===== src/rtl/riscv_pkg.sv =====
// riscv_pkg: shared widths, defaults and fetch-stage state encoding
package riscv_pkg;
    localparam int ALEN = 32;
    localparam logic [31:0] NOP_DEFAULT = 32'h0000_0013;
    typedef enum logic {RUN, FAULT} fetch_state_t;
endpackage


===== src/rtl/fetch_unit.sv =====
// fetch_unit: owns the PC, drives InstructionMemory and pairs each read with its PC/valid
module fetch_unit
    import riscv_pkg::*;
#(
    parameter logic [ALEN-1:0] RESET_PC  = '0,
    parameter logic [31:0]     NOP_INSTR = NOP_DEFAULT
) (
    input  logic            clk,
    input  logic            rst,
    input  logic            stall,
    input  logic            redirect,
    input  logic [ALEN-1:0] redirect_pc,
    output logic            imem_en,
    output logic [ALEN-1:0] imem_addr,
    input  logic [31:0]     imem_instr,
    output logic [ALEN-1:0] if_pc,
    output logic [31:0]     if_instr,
    output logic            if_valid,
    output logic            fetch_fault,
    output logic [31:0]     fetch_count
);
    logic [ALEN-1:0] pc_q, pc_d, resp_pc_q, resp_pc_d;
    logic            resp_valid_q, resp_valid_d;
    fetch_state_t    state_q, state_d;
    logic [31:0]     fetch_count_q, fetch_count_d;
    logic            run, misaligned;
    always_comb begin
        run           = state_q == RUN;
        misaligned    = redirect & (|redirect_pc[1:0]);
        imem_addr     = redirect ? redirect_pc : pc_q;
        imem_en       = ~rst & run & ~misaligned & (redirect | ~stall);
        if_valid      = ~rst & resp_valid_q;
        if_pc         = resp_pc_q;
        if_instr      = if_valid ? imem_instr : NOP_INSTR;
        fetch_fault   = ~rst & ~run;
        pc_d          = imem_en ? imem_addr + ALEN'(4) : pc_q;
        resp_pc_d     = imem_en ? imem_addr : resp_pc_q;
        // a misaligned target drops the outstanding read and latches the fault
        resp_valid_d  = (run & misaligned) ? 1'b0 : (imem_en | resp_valid_q);
        state_d       = (run & misaligned) ? FAULT : state_q;
        fetch_count_d = fetch_count_q + 32'(if_valid & ~stall);
        fetch_count   = fetch_count_q;
    end
    always_ff @(posedge clk) begin
        if (rst) begin
            pc_q          <= RESET_PC;
            resp_pc_q     <= RESET_PC;
            resp_valid_q  <= 1'b0;
            state_q       <= RUN;
            fetch_count_q <= '0;
        end else begin
            pc_q          <= pc_d;
            resp_pc_q     <= resp_pc_d;
            resp_valid_q  <= resp_valid_d;
            state_q       <= state_d;
            fetch_count_q <= fetch_count_d;
        end
    end
endmodule


===== config.mk =====
export PLATFORM = sky130hd
export DESIGN_NAME = fetch_unit
export DESIGN_NICKNAME = d
export VERILOG_FILES = /design/src/rtl/riscv_pkg.sv /design/src/rtl/fetch_unit.sv
export SDC_FILE = /design/constraint.sdc
export NUM_CORES = 1
export LEC_CHECK = 0
export ABC_AREA = 0
export CAP_MARGIN = 5
export CORE_ASPECT_RATIO = 0.6
export CORE_MARGIN = 8
export CORE_UTILIZATION = 45
export DETAILED_ROUTE_END_ITERATION = 8
export PLACE_DENSITY = 0.81
export SLEW_MARGIN = 20
export SYNTH_ARGS = -nofsm -noshare
export SYNTH_HDL_FRONTEND = slang
export SYNTH_SLANG_ARGS = --single-unit
export TNS_END_PERCENT = 100

===== constraint.sdc =====
create_clock -name clk -period 8.59 [get_ports clk]
set_input_delay 2.577 -clock clk [delete_from_list [all_inputs] [get_ports clk]]
set_output_delay 2.577 -clock clk [all_outputs]
set_load 0.03 [all_outputs]

After elaboration in Yosys (flattened, before gate mapping)
Index checks and enable logic that the tools add are counted.
- add/sub/neg operators: 2
- muxes and demuxes: 2
- bitwise gates (word level): 15
- reduce and logical (&&, ||, !) cells: 2
- operators with widths (cell ; number):
    two-way mux 32 bit ; 2
    adder 32 x 3 -> 32 bit (second input constant) ; 1
    adder 32 bit ; 1
    bitwise AND 1 x 32 -> 32 bit ; 1
    inverter 1 -> 32 bit ; 1
    bitwise AND 1 bit ; 7
    inverter 1 bit ; 4
    OR reduction 2 bit ; 2
    bitwise OR 1 bit ; 2
- register bits: 98
- input port bits: 68
- output and inout bits: 131
- word-level logic and storage cells: 26

Longest topological paths before layout
- depth after elaboration: 6
- mapped depth: 13
- gate-level depth less buffers: 9

Worst setup path after synthesis
No wires, ideal clock.
- path kind: in2out
- from: input rst
- to: output if_instr[22]
- data arrival time: 3874 ps
- required time: 6013 ps
- path slack: 2139 ps
- stages: 4
- buffers on the path: 2
- cells stage by stage: clkbuf_1 nor2b_1 clkbuf_1 and2_1
- longest elaborated chain between the ends: 3
- RTL lines (item ; RTL line ; RTL):
    start, declared ; fetch_unit.sv:9 ; input logic rst,
    inverter 1 bit ; fetch_unit.sv:32 ; if_valid = ~rst & resp_valid_q;
    bitwise AND 1 bit ; fetch_unit.sv:32 ;
    named net if_valid ; fetch_unit.sv:18 ; output logic if_valid,
    two-way mux 32 bit ; fetch_unit.sv:34 ; if_instr = if_valid ? imem_instr : NOP_INSTR;
    end, declared ; fetch_unit.sv:17 ; output logic [31:0] if_instr,
The timed path passes the listed nets, and every way through them passes these cells.

Final worst setup path
- from: input redirect
- to: output imem_addr[28]
- longest elaborated chain between the ends: 1
- RTL lines (item ; RTL line ; RTL):
    start, declared ; fetch_unit.sv:11 ; input logic redirect,
    two-way mux 32 bit ; fetch_unit.sv:30 ; imem_addr = redirect ? redirect_pc : pc_q;
    end, declared ; fetch_unit.sv:14 ; output logic [ALEN-1:0] imem_addr,
No other way between the ends.

==> impl_metrics.toml <==
[outcome]
status = "complete, no violations"

[synthesis]
synth_area_per_cell_um2 = 8.06
ys.flop_type = "dfxtp_1"
synth-edff-count = 0
synth_area_leader_cell = "dfxtp_1"
synth_top_area_share_pct = 36.4
synthesis.area_um2 = 5290
ys_seq_area_share_pct = 36.4
yosysWarnings = 0
synth_cells = 656
syn_nets = 728
synthTopCellsByArea = "dfxtp_1 36%, nand2_1 5.0%, nor2_1 4.8%"
async_reset_ff_share_pct = 0
synth_seq_cells = 96
synth_cell_types = 60

[cells_and_area]
finish.instance_area_um2 = 7620
diodes = 0
drive_above_1_share_pct = 6.37
syn_to_final_growth_pct = 44.1
final_cell_mix = "195 x clkdlybuf4s50_1, 96 x dfxtp_1, 71 x nand2_1, 67 x nor2_1, 48 x nand3_1"
multi_input_area_um2 = 3040
regArea_um2 = 1920
nFillCells = 959
fin_nets = 899
final_common_cell = "clkdlybuf4s50_1"

[sta]
relSlewSlack_pct = 34.4
setup_viol = 0
clock.fmax_mhz = 136
fin_tns_setup_ns = 0
fin_crit_ns = 7.37
period_share_pct = 85.8
clock_skew_ns = 0.00925
hold_viol = 0
tightest_slew_ns = 0.983
rsz0062_at_grt = "no"
final_max_slew_viol_count = 0

[global_routing]
track_usage_pct = 22.9
grt_pass1_vias = 5184
overflow = 0
grt_pass1_wl_mm = 28.8
grt_max_degree = 80
antenna_found_initial = 0

[clock_network]
clkSinkCount = 96
clk_latency_ns = 0.34
post_cts_buffers = 0
clockBufferDepth = 2
cts_buffers = 9
cts-resized-gates = 0
cts_tree = "built"
clk_pin_slew_worst_paths_ns = 0.07
holdBufCountCts = 0
root_buffer = "clkbuf_16"
h-tree-depth = 3

[worst_setup_path]
startpoint = "redirect"
r2r_slack_ns = 5.97
crit_required_ns = 6.01
setup.worst_path.end_class = "primary output"
cp_common_cell = "inv_1"
reg2regPathDepth = 6
crit_path_max_incr_delay_ns = 0.64
path_cells = "buf_2, buf_12, inv_1, a21boi_0, inv_1, clkdlybuf4s50_1"
r2r_start = "state_q$_SDFFE_PP0P_"
slowest_stage = "clkdlybuf4s50_1"
cp-start-kind = "input port"
cp_data_arrival_time_ns = 4.79
critPathMaxFanout = 51
rr_endpoint = "pc_q[28]$_SDFFE_PP0P_"
crit_type = "input port to primary output"

[floorplan]
io_pins = 199
dieHeight_um = 100
die_area_um2 = 15600
initial_core_util_pct = 46.5
fp.dieW_um = 156
rows = 30
core_um2 = 11400

[hold_path]
hold_start = "if_pc[3]$_SDFFE_PP0P_"
hp-class = "flop to flop"
hold_depth = 2
min_to = "if_pc[3]$_SDFFE_PP0P_"

[drt]
wl_mm = 18.7
drt-initial-drc-count = 513
avgViaCountPerCell = 5.56
route.detailed.drc = 0
drt-wirelength-per-cell_um = 18.8
ant_nets = 0
drt-pass1-iter-count = 5
routed-via-count = 5514

[placement]
hpwlAfterDp_mm = 14.4
io_buffers = 198
gp_congestion = 0.895
placed_area_um2 = 7300

[power_and_ir_drop]
leakagePower_nw = 2.93
power.density_nw_per_um2 = 154
ir_drop_uv = 116

[run]
cap_violations = 0
-- cell usage after synthesis, types with 4 or more instances --
cell type   n
o21ai_0    21
nand2_1    71
o311ai_1    4
xnor2_1    15
nor2_1     68
nand3_1    48
a21oi_1    32
o2111ai_1   6
inv_1      30
nand4_1    16
nor2b_1     6
mux2_2     12
xor2_1     19
or3_1      13
clkbuf_1   21
and3_1      6
nand3b_1    5
dfxtp_1    96
and2_1     33
a211oi_1   17
ha_1        4
buf_1       4
and4_1      6
mux2i_1    15
nand2b_1    6
nor3_1     18
buf_2      10
buf_4       5
-- flip-flops by register name, indices dropped and copies added, names as in the netlist --
signal / flops
state_q: 1
if_pc: 30
resp_valid_q: 1
fetch_count: 32
pc_q: 32
-- per-layer routing --
layer,vias up,track usage (%),routed length [um],part of all wire [%]
met5,-,0,0,0
met4,0,5.64,279,1.5
li1,2651,-,-,-
met2,264,35.4,8210,44
met1,2579,30.6,8360,45
met3,20,6.74,1850,9.9
-- report_power, final --
group	total (mW)	leakage [nW]	switching [mW]	internal, mW
logic	0.257	1.99	0.150	0.107
registers	0.479	0.781	0.0144	0.464
clock network	0.436	0.153	0.179	0.257
total	1.17	2.93	0.343	0.828
-- cell type report --
class | count | share of cell area, %
clock buffer | 10 | 3.01
clock inverter | 6 | 1.18
timing repair buffer | 203 | 26.5
sequential | 96 | 25.2
inverter | 30 | 1.48
multi-input combinational | 487 | 40.0
tap | 160 | 2.63
-- cell families after synthesis --
group                      Yosys count  share of synthesized area [%]
and+or+nand+nor                    315                           31.7
AOI/OAI and AO/OA                  107                           13.7
DFF                                 96                           36.4
buffers and inverters               73                           6.20
xor gates and xnor gates            34                           5.63
muxes                               27                           5.40
adders and majority gates            4                          0.947
-- how the worst max path moves through the flow --
stage                     slack, ns             to  depth (start not counted)
final                          1.22  imem_addr[28]                          6
after CTS                      1.25  imem_addr[28]                          6
after global placement         1.40  imem_addr[28]                          6
after floorplan                2.14   if_instr[22]                          4
after global routing           1.10  imem_addr[28]                          6
after detailed placement       1.26  imem_addr[28]                          6
-- through the flow --
stage	worst slack [ns]	std cells	power [mW]	utilization [%]	hold slack, ns
after floorplan	2.14	656	0.630	-	0.428
after global placement	1.40	976	0.740	64.2	0.452
after detailed placement	1.26	976	0.745	64.2	0.448
after CTS	1.25	992	1.18	67.0	0.463
after global routing	1.10	992	1.22	67.0	0.483
final	1.22	992	1.17	67.0	0.464
-- critical path: cells and delay by family --
| family | cells | cell delay (ns) |
|---|---|---|
| AOI/OAI and AO/OA | 1 | 0.57 |
| buffers and inverters | 5 | 1.61 |
Power figures use the tool's default switching activity.
